<file path="src/rtl/shift4_ctrl_pkg.sv">
// Shared types and widths for the shift4_ctrl sequencer.
// Optional stall support is enabled by defining SHIFT4_CTRL_PAUSE_EN.
package shift4_ctrl_pkg;

  localparam int SR_W  = 4;
  localparam int CNT_W = 2;
  localparam int GAP_W = 4;

  typedef enum logic [1:0] {
    ST_IDLE  = 2'd0,
    ST_LOAD  = 2'd1,
    ST_SHIFT = 2'd2,
    ST_GAP   = 2'd3
  } state_e;

  // Counters run down to zero, so a span of n cycles preloads n-1.
  function automatic logic [GAP_W-1:0] span_preload(input int n);
    if (n > 0) begin
      span_preload = GAP_W'(n - 1);
    end else begin
      span_preload = {GAP_W{1'b0}};
    end
  endfunction

endpackage

</file>
<file path="src/rtl/shift4_ctrl_cnt.sv">
// Loadable down-counter with clear, enable and a zero flag.
// Shared by the bit count and the gap count of shift4_ctrl.
module shift4_ctrl_cnt #(
  parameter int W = 2
) (
  input  logic         clk,
  input  logic         resetn,
  input  logic         clr,
  input  logic         load,
  input  logic [W-1:0] load_val,
  input  logic         en,
  output logic         zero
);

  logic [W-1:0] cnt_q;
  logic [W-1:0] cnt_d;

  // Next count: clear wins over load, load wins over decrement; saturates at zero.
  always_comb begin
    cnt_d = cnt_q;
    if (clr) begin
      cnt_d = {W{1'b0}};
    end else if (load) begin
      cnt_d = load_val;
    end else if (en && (cnt_q != {W{1'b0}})) begin
      cnt_d = cnt_q - W'(1);
    end else begin
      cnt_d = cnt_q;
    end
  end

  // Count register.
  always_ff @(posedge clk) begin
    if (!resetn) begin
      cnt_q <= {W{1'b0}};
    end else begin
      cnt_q <= cnt_d;
    end
  end

  assign zero = (cnt_q == {W{1'b0}});

endmodule

</file>
<file path="src/rtl/shift4_ctrl.sv">
// Load/shift sequencer for an external 4-bit right-shift register.
// Define SHIFT4_CTRL_PAUSE_EN to add the ser_stall input.
module shift4_ctrl
  import shift4_ctrl_pkg::*;
#(
  parameter int SHIFTS = 4,
  parameter int GAP    = 0
) (
  input  logic            clk,
  input  logic            resetn,
  input  logic            in_valid,
  output logic            in_ready,
  input  logic [SR_W-1:0] in_data,
  output logic            sr_load,
  output logic            sr_ena,
  output logic [SR_W-1:0] sr_data,
  input  logic [SR_W-1:0] sr_q,
  output logic            ser_valid,
  output logic            ser_bit,
  output logic            word_done,
  output logic            busy
`ifdef SHIFT4_CTRL_PAUSE_EN
  ,
  input  logic            ser_stall
`endif
);

  localparam logic [CNT_W-1:0] BIT_PRELOAD = CNT_W'(SHIFTS - 1);
  localparam logic [GAP_W-1:0] GAP_PRELOAD = span_preload(GAP);
  localparam logic             HAS_GAP     = (GAP > 0);

  state_e          state_q;
  state_e          state_d;
  logic [SR_W-1:0] hold_q;
  logic [SR_W-1:0] hold_d;

  logic stall_s;
  logic bit_clr_s;
  logic bit_load_s;
  logic bit_en_s;
  logic bit_zero_s;
  logic gap_load_s;
  logic gap_en_s;
  logic gap_zero_s;
  logic sr_q_unused;

`ifdef SHIFT4_CTRL_PAUSE_EN
  assign stall_s = (state_q == ST_SHIFT) && ser_stall;
`else
  assign stall_s = 1'b0;
`endif

  // Only q[0] is observed; the upper bits belong to the register.
  assign sr_q_unused = ^sr_q[SR_W-1:1];

  assign bit_clr_s = (state_q == ST_IDLE);

  shift4_ctrl_cnt #(.W(CNT_W)) u_bit_cnt (
    .clk      (clk),
    .resetn   (resetn),
    .clr      (bit_clr_s),
    .load     (bit_load_s),
    .load_val (BIT_PRELOAD),
    .en       (bit_en_s),
    .zero     (bit_zero_s)
  );

  shift4_ctrl_cnt #(.W(GAP_W)) u_gap_cnt (
    .clk      (clk),
    .resetn   (resetn),
    .clr      (bit_clr_s),
    .load     (gap_load_s),
    .load_val (GAP_PRELOAD),
    .en       (gap_en_s),
    .zero     (gap_zero_s)
  );

  // Next-state, hold capture and counter control.
  always_comb begin
    state_d    = state_q;
    hold_d     = hold_q;
    bit_load_s = 1'b0;
    bit_en_s   = 1'b0;
    gap_load_s = 1'b0;
    gap_en_s   = 1'b0;
    case (state_q)
      ST_IDLE: begin
        if (in_valid) begin
          hold_d  = in_data;
          state_d = ST_LOAD;
        end else begin
          state_d = ST_IDLE;
        end
      end
      ST_LOAD: begin
        bit_load_s = 1'b1;
        state_d    = ST_SHIFT;
      end
      ST_SHIFT: begin
        if (stall_s) begin
          state_d = ST_SHIFT;
        end else if (!bit_zero_s) begin
          bit_en_s = 1'b1;
          state_d  = ST_SHIFT;
        end else if (HAS_GAP) begin
          gap_load_s = 1'b1;
          state_d    = ST_GAP;
        end else if (in_valid) begin
          // Back-to-back words: accept the next nibble on the last bit.
          hold_d  = in_data;
          state_d = ST_LOAD;
        end else begin
          state_d = ST_IDLE;
        end
      end
      ST_GAP: begin
        if (gap_zero_s) begin
          state_d = ST_IDLE;
        end else begin
          gap_en_s = 1'b1;
          state_d  = ST_GAP;
        end
      end
      default: begin
        state_d = ST_IDLE;
      end
    endcase
  end

  // State and hold registers.
  always_ff @(posedge clk) begin
    if (!resetn) begin
      state_q <= ST_IDLE;
      hold_q  <= {SR_W{1'b0}};
    end else begin
      state_q <= state_d;
      hold_q  <= hold_d;
    end
  end

  // Moore output decode; a stall freezes the current bit and masks completion.
  always_comb begin
    in_ready  = 1'b0;
    sr_load   = 1'b0;
    sr_ena    = 1'b0;
    ser_valid = 1'b0;
    word_done = 1'b0;
    busy      = 1'b1;
    case (state_q)
      ST_IDLE: begin
        in_ready = 1'b1;
        busy     = 1'b0;
      end
      ST_LOAD: begin
        sr_load = 1'b1;
      end
      ST_SHIFT: begin
        ser_valid = 1'b1;
        sr_ena    = !stall_s;
        word_done = bit_zero_s && !stall_s;
        in_ready  = bit_zero_s && !stall_s && !HAS_GAP;
      end
      ST_GAP: begin
        busy = 1'b1;
      end
      default: begin
        busy = 1'b0;
      end
    endcase
  end

  assign sr_data = hold_q;
  assign ser_bit = sr_q[0];

endmodule
</file>
<file path="config.mk">
export PLATFORM = sky130hd
export DESIGN_NAME = shift4_ctrl
export DESIGN_NICKNAME = d
export VERILOG_FILES = /design/src/rtl/shift4_ctrl_pkg.sv /design/src/rtl/shift4_ctrl_cnt.sv /design/src/rtl/shift4_ctrl.sv
export SDC_FILE = /design/constraint.sdc
export NUM_CORES = 1
export LEC_CHECK = 0
export ABC_AREA = 1
export BUFFER_PORTS_ARGS = -buffer_cell sky130_fd_sc_hd__buf_2
export CAP_MARGIN = 20
export CORE_UTILIZATION = 45
export DETAILED_ROUTE_END_ITERATION = 12
export PLACE_DENSITY = 0.74
export SYNTH_ARGS = -nofsm -noshare
export SYNTH_HDL_FRONTEND = slang
export SYNTH_SLANG_ARGS = --single-unit
</file>
<file path="constraint.sdc">
create_clock -name clk -period 1.95 [get_ports clk]
set_clock_uncertainty 0.1 [all_clocks]
set_input_delay 0 -clock clk [delete_from_list [all_inputs] [get_ports clk]]
set_output_delay 0 -clock clk [all_outputs]
set_load 0.03 [all_outputs]
</file>
==> results.md, run 1 <==
- Status: complete, no violations
- Cells after Synth: 87
- Reg2Reg Depth: 8
- Total count of hold-check failures in the final report: 0
- Final Cell Area: 825 sq um
- Wirelength per Cell: 10.5 microns
- Row count: 12
- Clk slew on worst S/H paths: 0.07 ns
- Syn avg cell area: 7.00 sq um
- Die Ht: 38.8 microns
- Total I/O pin count: 22
- Flop pwr share: 50.1%
- RSZ-0062 raised after global routing: no
- R2R Setup Slk: 0.21 ns
- CTS buffer count: 3
- Slew headroom: 79.4%
- First-pass GRT wire length: 2.04 mm
- Ant diodes: 0
- Final min period: 1.74 ns
- Slowest-stage cell, CP: dlygate4sd3_1
- Setup crit end: sr_data[1]
- Critical path peak fanout: 6
- CP max stage delay: 0.58 ns
- Seq/Total Area, Yosys: 39.4%
- Yosys Warn Count: 0
- Final ANT Viol Nets: 0
- DR vias/cell: 4.77
- DRC errors left: 0
- Fmax: 0.575 GHz
- Final WL: 1.36 mm
- Comb power frac: 20.3%
- Largest net degree at the start of global routing: 8
- Post-synth cell types: 17
- TNS Setup: 0 ns
- Max Transition Viols Final: 0
- Root buffer cell: clkbuf_4
- Post-DP HPWL: 856 microns
- CP Capture Type: flop
- Clk_lat worst skew: 0.28 ns
- HP Class: flop to flop
- Clock Sinks: 12
- Core area: 1190 sq um
- Initial Utilization: 51.4%
- Crit path DAT: 1.82 ns
- Critical Path RT: 2.03 ns
- Mapped Area: 609 sq um
- Most frequent cells in the layout: buf_2 (16), nor2_1 (15), nand2_1 (14)
- TritonRoute pass-1 iters: 4
- Worst vdd rail ir drop: 0.489 mV
- Setup violations, final: 0
- Static Leakage: 0.000425 uW
- WS Path Type: flop to flop
- MaxCap Viol Count: 0
- Final Cycle Share: 89.2%
- NumNets Final: 131
- Share of layout cells above drive strength 1: 24.3%
- Vias: 615
- Placed cell area: 692 sq um
- Number of H-tree levels: 1
- Worst-path cell chain: inv_1, ha_1, inv_1, nand2_2, nand2_4, o21ai_0, dlygate4sd3_1, nor2_1
- Sw frac: 29.4%
- GPL Wtd Cong: 0.704
- Remaining global-route overflow: 0
- Startpoint types: flop
- First DRT Iteration DRCs: 19
- Gr usage total: 21.4%
- CP startpoint: u_bit_cnt.cnt_q[0]
- Post-cts resize count: 0
- Layout area overhead: 35.3%
- Syn Nets: 101
- RR Startpoint: u_bit_cnt.cnt_q[0]
- Net switching power figure: 154 uW
- Flops & latches, synth: 12
- Die Wd: 38.8 microns
- Worst-Margin Slew: 0.307 ns
- Most used cell, CP: inv_1
- Commonest non-fill, non-tap cell in the layout: buf_2
- Post-CTS Setup Repair Bufs: 0
- P_int: 368 uW
- Power Density: 633 nW/um^2
- Clock buffer depth: 2
- CTS tree: done
- Port buffer count: 16
- Reg-to-reg endpoint: sr_data[1]
- Die footprint: 1510 sq um
- Initial antenna violation count: 0
- Vias in the first global route: 511
- Power share of the clock group: 29.5%
-- what timing repair did --
| action | in CTS | in global routing |
|---|---|---|
| endpoints found under the setup margin | 0 | 0 |
| endpoints found under the hold margin | 7 | 0 |
| hold buffers | 11 | 0 |
-- worst min path at each step --
stage / startpoint / endpoint / slack, ns / cells past startpoint
floorplan: sr_q[0] / ser_bit / 0.03 / 1
global placement: sr_q[0] / ser_bit / -0.1 / 0
detailed placement: sr_q[0] / ser_bit / -0.1 / 0
CTS: u_gap_cnt.cnt_q[1] / u_gap_cnt.cnt_q[1] / 0.37 / 2
global route: u_gap_cnt.cnt_q[1] / u_gap_cnt.cnt_q[1] / 0.37 / 2
finish: u_gap_cnt.cnt_q[1] / u_gap_cnt.cnt_q[1] / 0.36 / 2
-- per-layer routing --
layer  share of wire, %  track usage (%)  wire (microns)  vias up
met3                4.0             10.4              55        4
li1                   -                -               -      324
met1                 44             22.0             597      278
met4                1.4             10.3              19        0
met5                  0                0               0        -
met2                 51             35.8             687        9
-- logic make-up after synthesis --
group,count (synthesis),share of synthesized area (%)
and+or+nand+nor,41,31.2
DFF,12,39.4
AOI/OAI and AO/OA,13,10.7
adders and majority gates,3,6.16
buffers and inverters,18,12.5
-- layout make-up --
cell class                      count  area, sq um
Clock buffer                        3         22.5
Fill cell                          98          362
Inverter                           16         61.3
Multi-Input combinational cell     57          293
Sequential cell                    12          240
Tap cell                           14         17.5
Timing Repair Buffer               27          190
-- worst max-delay path: cells and delay by family, from the launching register on --
kind | cells | cell delay, ns
simple gates | 3 | 0.24
fa+ha+maj | 1 | 0.14
buf+inv | 3 | 0.72
flops | 1 | 0.30
compound gates | 1 | 0.13
-- cell usage after synthesis (all sizes together) --
cell     n  area, sq um
nand3    3         15.0
nand4    1         6.26
buf      2         15.0
nor2    17         68.8
nand3b   1         7.51
o21ai    5         25.0
nor3     1         5.00
a21oi    8         40.0
inv     15         56.3
nand2   18         87.6
ha       3         37.5
clkinv   1         5.00
dfxtp   12          240
-- state kept, by name, indices dropped and copies added, names as in the netlist --
signal / count
sr_data: 4
state_q: 2
u_bit_cnt.cnt_q: 2
u_gap_cnt.cnt_q: 4
-- power groups by stage --
| stage | Sequential [uW] | Clock (uW) | Combinational [uW] |
|---|---|---|---|
| floorplan | 280 | 0 | 50.1 |
| global placement | 267 | 0 | 82.0 |
| detailed placement | 267 | 0 | 83.1 |
| CTS | 261 | 156 | 105 |
| global route | 263 | 166 | 116 |
| finish | 262 | 154 | 106 |
-- stage by stage --
stage          std cells  total power [uW]  worst slack (ns)  hold WS (ns)  util [%]
3_5_place_dp         115               350             0.655       -0.0998      58.3
3_3_place_gp         115               349             0.675       -0.0998      58.3
2_1_floorplan         87               330             0.589        0.0317         -
6_report             129               522             0.211         0.365      69.5
4_1_cts              129               522             0.221         0.365      69.5
5_1_grt              129               545            0.0510         0.373      69.5
Power figures use the tool's default switching activity.
==> inputs of run 2 (changes only) <==
--- a/config.mk
+++ b/config.mk
@@ -5,12 +5,11 @@
 export SDC_FILE = /design/constraint.sdc
 export NUM_CORES = 1
 export LEC_CHECK = 0
-export ABC_AREA = 1
 export BUFFER_PORTS_ARGS = -buffer_cell sky130_fd_sc_hd__buf_2
 export CAP_MARGIN = 20
 export CORE_UTILIZATION = 45
 export DETAILED_ROUTE_END_ITERATION = 12
-export PLACE_DENSITY = 0.74
+export PLACE_DENSITY = 0.73
 export SYNTH_ARGS = -nofsm -noshare
 export SYNTH_HDL_FRONTEND = slang
 export SYNTH_SLANG_ARGS = --single-unit
==> run 2 against run 1 <==
  * Register-to-register slack better by 0.14 ns
  * First-iteration DRC count down 95%
  * Sequential share of layout area decreased by 0.22 points
  * Cell count fell by 13%
  * Clock power is 29% higher
  * Sequential cell count is the same
  * Synthesized area grew 7.8%
  * Via count fell by 6.3%
  * Sequential power increased by 3%
  * Routed wire length shrank 12%
  * Combinational power rose by 8%
  * Highest routed layer unchanged
  * Global-route usage fell by 4.3 points
==> results.md, run 2 <==
- TritonRoute pass-1 iters: 3 (-1)
- CP max stage delay: 0.61 ns (+0.03 ns)
- Critical Path RT: 2.06 ns (+0.03 ns)
- Final min period: 1.60 ns (-0.139 ns)
- Fmax: 0.625 GHz (+8.7%)
- Remaining global-route overflow: 0 (unchanged)
- Comb power frac: 19.5% (-0.8 points)
- Die Wd: 40.2 microns (+3.6%)
- Setup violations, final: 0 (unchanged)
- Row count: 13 (+1)
- Mapped Area: 657 sq um (+7.8%)
- Final ANT Viol Nets: 0 (unchanged)
- P_int: 419 uW (+14%)
- Gr usage total: 17.2% (-4.3 points)
- TNS Setup: 0 ns (unchanged)
- Vias: 576 (-6.3%)
- Clk slew on worst S/H paths: 0.07 ns (about the same)
- Power share of the clock group: 34.1% (+4.6 points)
- Final Cycle Share: 82.0% (-7.1 points)
- Crit path DAT: 1.71 ns (-0.11 ns)
- Clk_lat worst skew: 0.27 ns (about the same)
- Net switching power figure: 165 uW (+7.1%)
- Post-CTS Setup Repair Bufs: 0 (unchanged)
- Die footprint: 1620 sq um (+7.4%)
- NumNets Final: 112 (-15%)
- Synth top area share: 36.6% (-2.9 points)
- Static Leakage: 0.000382 uW (-10%)
- Total I/O pin count: 22 (unchanged)
- GPL Wtd Cong: 0.708 (+0.63%)
- Post-DP HPWL: 816 microns (-4.7%)
- DR vias/cell: 5.14 (+7.9%)
- Worst-path cell chain: o21a_1, or4b_1, o21ai_1
- CP startpoint: state_q[1]
- Slowest-stage cell, CP: dfxtp_1
- Clock Sinks: 12 (unchanged)
- Initial antenna violation count: 0 (unchanged)
- Max Transition Viols Final: 0 (unchanged)
- Critical path peak fanout: 13 (+7)
- Flop pwr share: 46.5% (-3.6 points)
- WS Path Type: flop to flop
- Status: complete, no violations
- Final WL: 1.20 mm (-12%)
- Slew headroom: 69.3% (-10 points)
- Syn avg cell area: 8.88 sq um (+27%)
- Largest net degree at the start of global routing: 15 (+7)
- CTS buffer count: 3 (unchanged)
- Power Density: 703 nW/um^2 (+11%)
- Cells after Synth: 74 (-15%)
- Worst-Margin Slew: 0.459 ns (+0.152 ns)
- Core area: 1330 sq um (+12%)
- Sw frac: 28.2% (-1.2 points)
- Worst Hold Launch: in_valid
- Synth area leaders: dfxtp_1 (37%), nand2_1 (8.0%), mux2i_1 (7.6%)
- Layout area overhead: 26.5%
- Prevailing post-synth register cell: dfxtp_1
- Worst vdd rail ir drop: 0.364 mV (-26%)
- Ant diodes: 0 (unchanged)
- Startpoint types: flop
- Initial Utilization: 49.2% (-2.1 points)
- Total count of hold-check failures in the final report: 0 (unchanged)
- CP Capture Type: flop
- Post-Layout Cell Count: 112 (-13%)
- Seq/Total Area, Yosys: 36.6% (-2.9 points)
- Fillers: 127 (+30%)
- Number of H-tree levels: 1 (unchanged)
- First DRT Iteration DRCs: 1 (-18)
- Root buffer cell: clkbuf_4
- Share of layout cells above drive strength 1: 23.7% (-0.64 points)
- Wirelength per Cell: 10.7 microns (+1.3%)
- Flops & latches, synth: 12 (unchanged)
- Post-synth cell types: 30 (+13)
- Syn Nets: 88 (-13%)
- Yosys Warn Count: 0 (unchanged)
- Most frequent cells in the layout: buf_2 (16), nand2_1 (14), dfxtp_1 (12)
- CTS tree: done
- Most common cell in the synthesized netlist: nand2_1
- Synth area leader: dfxtp_1
- Clock buffer depth: 2 (unchanged)
- Die Ht: 40.2 microns (+3.6%)
- Post-synth ARST share: 0% (unchanged)
- Vias in the first global route: 463 (-9.4%)
- Port buffer count: 16 (unchanged)
- HP Class: input port to flop
- MaxCap Viol Count: 0 (unchanged)
- Number of synthesized flops with an enable pin: 0 (unchanged)
- DRC errors left: 0 (unchanged)
- RSZ-0062 raised after global routing: no
- First-pass GRT wire length: 1.77 mm (-13%)
- RR Startpoint: state_q[1]
- Commonest cells post-synth: nand2_1 (14), dfxtp_1 (12), inv_1 (6), mux2i_1 (5)
- Commonest non-fill, non-tap cell in the layout: buf_2
- Placed Cells incl. Taps: 100 (-13%)
[run 2: final timing paths]
| kind | slack, ns | endpoint | cells after the start |
|---|---|---|---|
| setup reg to reg | 0.35 | u_gap_cnt.cnt_q[1] | 3 |
| setup / recovery | 0.35 | u_gap_cnt.cnt_q[1] | 3 |
| hold / removal | 0.02 | sr_data[3] | 4 |
| hold reg to reg | 0.36 | sr_data[2] | 2 |
[run 2: layout make-up]
class	instances	area, sq um	share of cell area, %
repair buffers	24	160	19.3
clock buffers	4	36.3	4.37
inverters	6	22.5	2.71
flip-flops and latches	12	240	28.9
multi-input cells	51	353	42.5
well taps	15	18.8	2.26
[run 2: per-stage QoR]
stage / area (sq um) / power [uW] / util, % / setup slack (ns) / hold WS (ns)
CTS: 831 / 586 / 62.3 / 0.354 / 0.0265
finish: 831 / 584 / 62.3 / 0.350 / 0.0247
floorplan: 657 / 359 / - / 0.505 / 0.0317
global route: 831 / 605 / 62.3 / 0.253 / 0.0558
global placement: 714 / 374 / 53.6 / 0.410 / -0.0995
detailed placement: 714 / 376 / 53.6 / 0.381 / -0.0995
[run 2: cells by family (layout without fill, tap and decap cells)]
group                    Yosys count  after routing  share of synthesized area [%]
AND/OR/NAND/NOR                   30             30                           23.8
flip-flops                        12             12                           36.6
adder cells (fa/ha/maj)            3              3                           5.71
AO/OA/AOI/OAI                     13             13                           16.6
buffers and inverters             11             34                           9.71
multiplexers                       5              5                           7.62
[run 2: what timing repair did]
item	CTS	global route
hold endpoints to repair	9	0
hold buffers	8	0
resized for setup	0	0
[run 2: power groups by stage]
stage / logic [uW] / registers (uW) / clock network (uW)
after floorplan: 78.3 / 281 / 0
after global placement: 97.2 / 276 / 0
after detailed placement: 99.3 / 277 / 0
after CTS: 114 / 271 / 200
after global routing: 123 / 273 / 208
final: 114 / 271 / 199
[run 2: metal layers]
metal	part of all wire, %	track usage (%)	vias to the layer above	wire length (microns)
met4	1.8	10.0	0	21
met2	49	29.4	17	581
met3	4.1	3.33	4	49
met5	0	0	-	0
met1	45	19.6	263	544
li1	-	-	292	-
[run 2: worst max-delay path, delay by kind of cell (launching register included)]
family / cells / cell delay [ns]
AND/OR/NAND/NOR: 1 / 0.46
AO/OA/AOI/OAI: 2 / 0.37
flip-flops: 1 / 0.61
